==> config.mk <==
export PLATFORM = sky130hd
export DESIGN_NAME = mac_tile_sequencer
export DESIGN_NICKNAME = d
export VERILOG_FILES = /design/src/rtl/mac_tile_sequencer.sv
export SDC_FILE = /design/constraint.sdc
export NUM_CORES = 1
export LEC_CHECK = 0
export CAP_MARGIN = 20
export CORE_MARGIN = 10
export CORE_UTILIZATION = 54
export CTS_CLUSTER_SIZE = 28
export DETAILED_ROUTE_END_ITERATION = 12
export PLACE_DENSITY = 0.86
export SLEW_MARGIN = 20
export SYNTH_ARGS = -nofsm -noshare
export SYNTH_HDL_FRONTEND = slang
export SYNTH_SLANG_ARGS = --single-unit
==> constraint.sdc <==
create_clock -name clk -period 5.5 [get_ports clk]
set_clock_uncertainty 0.2 [all_clocks]
set_input_delay 1.1 -clock clk [delete_from_list [all_inputs] [get_ports clk]]
set_output_delay 1.1 -clock clk [all_outputs]
set_load 0.1 [all_outputs]
==> src/rtl/mac_tile_sequencer.sv <==
// Sequences one shared signed MAC across a ROWS x COLS output tile of K-long
// dot products: issues A/B operand reads, aligns the MAC enable to the
// 1-cycle buffer latency, clears the accumulator between elements and streams
// each result out on a valid/ready port.
module mac_tile_sequencer #(
    parameter int unsigned DIM_W  = 8,
    parameter int unsigned ADDR_W = 12,
    parameter int unsigned ACC_W  = 32
) (
    input  logic              clk,
    input  logic              rst,
    input  logic              start,
    input  logic              abort,
    input  logic [DIM_W-1:0]  cfg_k,
    input  logic [DIM_W-1:0]  cfg_rows,
    input  logic [DIM_W-1:0]  cfg_cols,
    output logic              busy,
    output logic              done,
    output logic              err,
    output logic              rd_en,
    output logic [ADDR_W-1:0] a_addr,
    output logic [ADDR_W-1:0] b_addr,
    output logic              mac_en,
    output logic              mac_clr_n,
    input  logic [ACC_W-1:0]  mac_acc,
    output logic              out_valid,
    input  logic              out_ready,
    output logic [ACC_W-1:0]  out_data,
    output logic [DIM_W-1:0]  out_row,
    output logic [DIM_W-1:0]  out_col
);

    typedef enum logic [2:0] {
        S_IDLE,
        S_CLEAR,
        S_ISSUE,
        S_DRAIN,
        S_OUTPUT,
        S_DONE
    } state_t;

    state_t              r_state;
    state_t              w_state_nxt;

    logic [DIM_W-1:0]    r_cfg_k;
    logic [DIM_W-1:0]    r_cfg_rows;
    logic [DIM_W-1:0]    r_cfg_cols;
    logic [DIM_W-1:0]    r_row;
    logic [DIM_W-1:0]    r_col;
    logic [DIM_W-1:0]    r_k;
    logic [ADDR_W-1:0]   r_a_base;
    logic [ADDR_W-1:0]   r_a_ptr;
    logic [ADDR_W-1:0]   r_b_ptr;

    logic                r_busy;
    logic                r_done;
    logic                r_err;
    logic                r_rd_en;
    logic                r_mac_en;
    logic                r_mac_clr_n;
    logic                r_out_valid;

    logic                w_cfg_zero;
    logic                w_cfg_err;
    logic                w_accept;
    logic                w_last_k;
    logic                w_last_col;
    logic                w_last_row;

    assign w_cfg_zero = (cfg_k == '0) || (cfg_rows == '0) || (cfg_cols == '0);
    assign w_accept   = (r_state == S_OUTPUT) && out_ready;
    assign w_last_k   = (r_k   == r_cfg_k    - DIM_W'(1));
    assign w_last_col = (r_col == r_cfg_cols - DIM_W'(1));
    assign w_last_row = (r_row == r_cfg_rows - DIM_W'(1));

    // State register.
    always_ff @(posedge clk or posedge rst) begin
        if (rst) begin
            r_state <= S_IDLE;
        end else begin
            r_state <= w_state_nxt;
        end
    end

    // Next-state logic; abort overrides every transition.
    always_comb begin
        w_state_nxt = r_state;
        w_cfg_err   = 1'b0;
        case (r_state)
            S_IDLE: begin
                if (start) begin
                    if (w_cfg_zero) begin
                        w_cfg_err = 1'b1;
                    end else begin
                        w_state_nxt = S_CLEAR;
                    end
                end
            end
            S_CLEAR:  w_state_nxt = S_ISSUE;
            S_ISSUE:  if (w_last_k) w_state_nxt = S_DRAIN;
            S_DRAIN:  w_state_nxt = S_OUTPUT;
            S_OUTPUT: begin
                if (w_accept) begin
                    w_state_nxt = (w_last_col && w_last_row) ? S_DONE : S_CLEAR;
                end
            end
            S_DONE:   w_state_nxt = S_IDLE;
            default:  w_state_nxt = S_IDLE;
        endcase
        if (abort) begin
            w_state_nxt = S_IDLE;
            w_cfg_err   = 1'b0;
        end
    end

    // Config capture, tile counters and operand address pointers.
    always_ff @(posedge clk or posedge rst) begin
        if (rst) begin
            r_cfg_k    <= '0;
            r_cfg_rows <= '0;
            r_cfg_cols <= '0;
            r_row      <= '0;
            r_col      <= '0;
            r_k        <= '0;
            r_a_base   <= '0;
            r_a_ptr    <= '0;
            r_b_ptr    <= '0;
        end else begin
            case (r_state)
                S_IDLE: begin
                    if (start) begin
                        r_cfg_k    <= cfg_k;
                        r_cfg_rows <= cfg_rows;
                        r_cfg_cols <= cfg_cols;
                        r_row      <= '0;
                        r_col      <= '0;
                        r_k        <= '0;
                        r_a_base   <= '0;
                    end
                end
                S_CLEAR: begin
                    r_a_ptr <= r_a_base;
                    r_b_ptr <= ADDR_W'(r_col);
                    r_k     <= '0;
                end
                S_ISSUE: begin
                    r_a_ptr <= r_a_ptr + ADDR_W'(1);
                    r_b_ptr <= r_b_ptr + ADDR_W'(r_cfg_cols);
                    r_k     <= r_k + DIM_W'(1);
                end
                S_OUTPUT: begin
                    if (w_accept) begin
                        if (!w_last_col) begin
                            r_col <= r_col + DIM_W'(1);
                        end else if (!w_last_row) begin
                            r_col    <= '0;
                            r_row    <= r_row + DIM_W'(1);
                            r_a_base <= r_a_base + ADDR_W'(r_cfg_k);
                        end
                    end
                end
                default: ;
            endcase
        end
    end

    // Registered control outputs, decoded from the upcoming state.
    always_ff @(posedge clk or posedge rst) begin
        if (rst) begin
            r_busy      <= 1'b0;
            r_done      <= 1'b0;
            r_err       <= 1'b0;
            r_rd_en     <= 1'b0;
            r_mac_en    <= 1'b0;
            r_mac_clr_n <= 1'b0;
            r_out_valid <= 1'b0;
        end else begin
            r_busy      <= (w_state_nxt != S_IDLE);
            r_done      <= (w_state_nxt == S_DONE) || w_cfg_err;
            r_err       <= w_cfg_err;
            r_rd_en     <= (w_state_nxt == S_ISSUE);
            r_mac_en    <= r_rd_en && !abort;
            r_mac_clr_n <= (w_state_nxt != S_CLEAR);
            r_out_valid <= (w_state_nxt == S_OUTPUT);
        end
    end

    assign busy      = r_busy;
    assign done      = r_done;
    assign err       = r_err;
    assign rd_en     = r_rd_en;
    assign a_addr    = r_a_ptr;
    assign b_addr    = r_b_ptr;
    assign mac_en    = r_mac_en;
    assign mac_clr_n = r_mac_clr_n;
    assign out_valid = r_out_valid;
    assign out_data  = mac_acc;
    assign out_row   = r_row;
    assign out_col   = r_col;

endmodule

-- Yosys cells after proc, flatten, opt, wreduce, memory -nomap -nowiden
Index checks and enable logic that the tools add are counted.
- reductions and logical operators: 19
- div/mod/pow operators: 0
- $lt $le $gt $ge: 0
- bitwise gates (word level): 0
- shift operators: 0
- multipliers: 0
- add/subtract/negate cells: 9
- mux-type cells: 28
- equal/unequal tests: 16
- operators by type and width (cell ; count):
    $pmux 12 s2 ; 3
    $mux 8 ; 7
    $mux 12 ; 4
    $pmux 8 s2 ; 2
    $add 12x8->12 ; 2
    $add 8x1->8 const B ; 3
    $eq 8x8->1 ; 3
    $logic_not 8->1 ; 3
    $pmux 8 s3 ; 1
    $sub 8x1->8 const B ; 3
    $mux 3 ; 6
    $pmux 3 s5 ; 1
    $add 12x1->12 const B ; 1
    $eq 3x2->1 const B ; 3
    $eq 3x3->1 const B ; 3
    $ne 2x2->1 const B ; 4
    $reduce_bool 3->1 ; 2
    $reduce_and 5->1 ; 1
    $mux 1 ; 4
    $reduce_and 2->1 ; 2
    $reduce_and 4->1 ; 1
    $reduce_bool 2->1 ; 2
    $eq 3x1->1 const B ; 1
    $logic_and 1x1->1 ; 3
    5 further kinds ; 7
- input bits: 61
- logic and storage cells: 89
- latch bits: 0
- flip-flop bits (word level): 94
- memory bits (read-only): 0
- memories: 0
- output and inout bits: 79
- bits in writable memories: 0

-- Depth between registers and ports, before layout
- depth after elaboration: 9
- mapped depth: 14
- gate-level depth less buffers: 11

-- Worst setup path after synthesis
OpenSTA, ideal clock, no wires.
- kind: register to register
- start: register r_row[3], in the netlist out_row[3]
- end: register r_row[1], in the netlist out_row[1]
- path slack: 2.339 ns
- data arrival time: 2.878 ns
- period minus slack after synthesis: 3.161 ns
- stages on the path, launching flop included: 12
- path buffers: 3
- data required time: 5.217 ns
- setup time: 0.083 ns
- cell sequence: dfrtp_1 clkbuf_1 xnor2_1 a221oi_1 a21oi_1 nor4_1 nand3_1 nand2_4 buf_2 buf_2 nand2_1 o21ai_0
- word-level cells in the longest chain between the ends: 3
- ends and longest elaborated chain (what ; RTL line ; text):
    from (decl) ; 48 ; logic [DIM_W-1:0] r_row;
    from (signal assigned) ; 157 ; r_row <= r_row + DIM_W'(1);
    $eq 8x8->1 ; 74 ; assign w_last_row = (r_row == r_cfg_rows - DIM_W'(1));
    $ne 2x2->1 (no line) ; -- ;
    $reduce_and 5->1 (no line) ; -- ;
Every way passes these cells.
A chain may end at the register's enable or synchronous reset.

-- Worst setup path in the final report
- start: register r_col[2], in the netlist out_col[2]
- end: output port out_col[2]
- RTL lines (what ; RTL line ; text):
    from (decl) ; 49 ; logic [DIM_W-1:0] r_col;
    from (signal assigned) ; 154 ; r_col <= r_col + DIM_W'(1);
    to (decl) ; 30 ; output logic [DIM_W-1:0] out_col
No word-level cell between the ends.

==> summary.txt <==
Power
  • Cell Pwr Density: roughly 350 mW/mm^2
  • Sequential share of power: 37.9%
  • Net switching power: about 1000 uW
  • Int Power: between 1 and 1.5 mW
  • Leak Pwr: 2.89 nW
  • Worst vdd ir: approximately 0.28 mV
  • Comb power frac: around two fifths
  • Total power: ~2.3 mW
  • Sw Ratio: around two fifths
  • Clk pwr share: 23.5%

Timing
  • Setup violators final: 0
  • Crit share post-route: ~62%
  • Final Hold Fails: 0
  • Final Max Slew Viols: 0
  • Max_slew headroom: 31.3%
  • FMAX: 0.292 GHz
  • RSZ-0062 raised after global routing: false
  • Setup_tns: 0 ns
  • Min Tclk post-route: around 3.4 ns
  • Worst Max-Slew Pin Slew: 1.03 ns

Synthesis
  • Largest area contributor in the netlist: dfrtp_1
  • Asr flop ratio synth: between 90% and 100%
  • #FFs+latches synth: 94
  • Yosys cell types: 57
  • Top FF cell, synth: dfrtp_1
  • Mean post-synth cell area: between 8 and 9 sq um
  • Synthesis warning total: 0
  • Synth area leaders: dfrtp_1 (41%), nand2_1 (7.6%), ha_1 (5.0%)
  • Synth top area share: approximately two fifths
  • Seq/Total Area, Yosys: 40.8%
  • Mapped Area: a little under 0.006 sq mm
  • Gate count of the mapped netlist: between 600 and 700
  • EDFF count, synth: 0
  • Syn_nets: around 740

Global route
  • Grt ovf: 0
  • First-pass GRT wire length: 23700 um
  • Initial antenna violation count: 0
  • Largest net degree at the start of global routing: 53
  • Tot GR Track Use: between 10% and 20%
  • Vias in the first global route: 4876

Worst setup path
  • Crit path max fanout: 8
  • Arr. time, crit path: approximately 2.1 ns
  • CP Class: reg -> out
  • Startpoint types: register
  • R2r worst-path depth: 10
  • Crit path to: out_col[2]
  • Reg2Reg Launch Point: r_cfg_rows[0]
  • CP top delay family: buffers and inverters
  • CP Cell Sequence: clkdlybuf4s50_1
  • Worst reg2reg setup slack: 2.25 ns
  • Worst Path Buf+Inv: 1
  • Crit path from: out_col[2]
  • CP Depth: 1
  • Max incr delay on CP: between 1 and 1.5 ns
  • CP required: about 4.2 ns
  • Slowest stage cell, crit path: clkdlybuf4s50_1
  • Crit. End Element: primary output
  • Capturing point of the worst reg2reg path: out_valid

Worst hold path
  • Worst hold start: b_addr[11]
  • Hold Crit Class: reg -> reg

Routing
  • Post-route ant nets: 0
  • Detailed router's first-iteration violation count: roughly 680
  • Drt wl/cell: around 17 um
  • DRC violations left: 0
  • DRT Pass-1 Iters: 5
  • DRT Wirelength: between 10000 and 15000 um
  • Post-DR vias/cell: between 6 and 7
  • Via count: roughly 5000

Floorplanning
  • Core footprint: between 0.01 and 0.015 sq mm
  • I/O pins: 140
  • Site row count: 37
  • Starting Density: between 50% and 60%
  • Die H: between 100 and 150 um
  • Die area: about 0.015 sq mm
  • Die Width: between 100 and 150 um

Clocking
  • CTS HTree Levels: 3
  • CTS Hold Bufs: 0
  • Total CTS buffers: 9
  • CTS tree: done
  • CTS Root Cell: clkbuf_8
  • Clk buf depth: 2
  • Clk sink count: 94
  • Post-CTS resize count: 0
  • Postcts setup bufs: 0
  • Clk pin slew, worst setup/hold paths: around 0.1 ns
  • Clock latency on the worst-skew pair: between 0.3 and 0.4 ns

Run status
  • Status: finished, final reports clean

Layout
  • Net count, final: between 700 and 800
  • Area grow syn2layout: 15.2%
  • Commonest non-fill, non-tap cell in the layout: nand2_1
  • Commonest cells after routing, fill and taps aside: nand2_1 (116), dfrtp_1 (94), clkdlybuf4s50_1 (75)
  • Ratio of cells with drive above 1 in the final layout: under 10%
  • # diodes: 0

Run
  • MaxCap Viol Count: 0

Placement
  • I/O Buffers: 75
  • DP HPWL: ~11000 um
  • Gpl congestion: 0.898
[registers in the layout, indices dropped and copies added (netlist names)]
| register | cells |
|---|---|
| done | 1 |
| r_cfg_cols | 8 |
| err | 1 |
| a_addr | 12 |
| out_valid | 1 |
| busy | 1 |
| rd_en | 1 |
| r_cfg_rows | 8 |
| b_addr | 12 |
| out_col | 8 |
| r_cfg_k | 8 |
| r_a_base | 12 |
| r_k | 8 |
| r_state | 3 |
| mac_clr_n | 1 |
| mac_en | 1 |
| out_row | 8 |
[worst min path at each step]
stage,end,slack (ns),cells past startpoint
5_1_grt,b_addr[11],0.31,1
4_1_cts,b_addr[11],0.29,1
6_report,b_addr[11],0.28,1
3_3_place_gp,b_addr[11],0.26,1
2_1_floorplan,r_cfg_rows[7],0.27,2
3_5_place_dp,b_addr[11],0.28,1
[worst reg2reg max path, stage by stage (launching register included)]
cell,delay [ns]
dfrtp_1,0.48
inv_1,0.10
ha_1,0.32
and3_1,0.22
o22ai_1,0.13
a21oi_1,0.09
nor4_1,0.58
nand4_1,0.27
a21o_1,0.24
a21oi_1,0.29
nor3b_1,0.25
[power groups by stage]
stage               sequential, mW  combinational (mW)  clock (mW)
floorplan                     1.14               0.529           0
global placement             0.890               0.865           0
detailed placement           0.897               0.896           0
CTS                          0.884               0.902       0.560
global route                 0.899               0.974       0.585
finish                       0.889               0.905       0.550
[routing by layer]
layer	global-route usage (%)	wire [um]	vias up
met5	0	0	-
met4	7.50	308	0
met3	4.19	1110	32
met2	30.7	6840	211
met1	24.4	6240	2432
li1	-	-	2368
[cell usage after synthesis, types with 2 or more instances]
| library cell | number |
|---|---|
| nand2_1 | 116 |
| o21ai_0 | 53 |
| buf_2 | 2 |
| ha_1 | 23 |
| a221o_1 | 7 |
| and3_1 | 7 |
| a21o_1 | 7 |
| nor3_1 | 13 |
| nand2b_1 | 6 |
| a21oi_1 | 30 |
| nor4_1 | 12 |
| o22ai_1 | 2 |
| nor2b_1 | 6 |
| a22oi_1 | 5 |
| nor2_1 | 25 |
| buf_4 | 32 |
| inv_1 | 18 |
| a31oi_1 | 7 |
| and2_1 | 9 |
| a31o_2 | 2 |
| o21a_1 | 2 |
| or4_1 | 4 |
| or3_1 | 10 |
| xnor2_1 | 29 |
| or3b_2 | 2 |
| a41o_1 | 2 |
| nor4b_1 | 3 |
| nand4_1 | 10 |
| o31ai_1 | 12 |
| fa_1 | 2 |
| nor3b_1 | 8 |
| o211ai_1 | 3 |
| xor2_1 | 15 |
| o311a_1 | 2 |
| nand3b_1 | 3 |
| dfrtp_1 | 94 |
| nand3_1 | 24 |
| o311ai_0 | 6 |
| clkbuf_1 | 24 |
[layout make-up]
cell class	count	area, sq um
Tap cell	136	170
Clock buffer	9	124
Fill cell	853	3730
Inverter	18	68.8
Multi-Input combinational cell	485	3020
Clock inverter	7	121
Timing Repair Buffer	80	788
Sequential cell	94	2350
[kinds of logic after synthesis]
| family | after synthesis | synth area share [%] |
|---|---|---|
| muxes | 1 | 0.174 |
| buffers and inverters | 76 | 7.07 |
| AOI/OAI and AO/OA | 153 | 17.4 |
| xor gates and xnor gates | 44 | 6.68 |
| adders and majority gates | 25 | 5.69 |
| DFF | 94 | 40.8 |
| and+or+nand+nor | 262 | 22.2 |
[metrics by stage]
step / utilization, % / std cells / hold slack (ns) / setup WS [ns] / instance area (sq um)
finish: 64.1 / 829 / 0.284 / 2.07 / 6640
floorplan: - / 655 / 0.267 / 1.75 / 5770
global route: 64.1 / 829 / 0.314 / 2.03 / 6640
CTS: 64.0 / 829 / 0.292 / 2.07 / 6640
global placement: 61.7 / 813 / 0.263 / 2.18 / 6400
detailed placement: 61.7 / 813 / 0.279 / 2.11 / 6400
No activity file was read; power rests on OpenSTA's default activity.
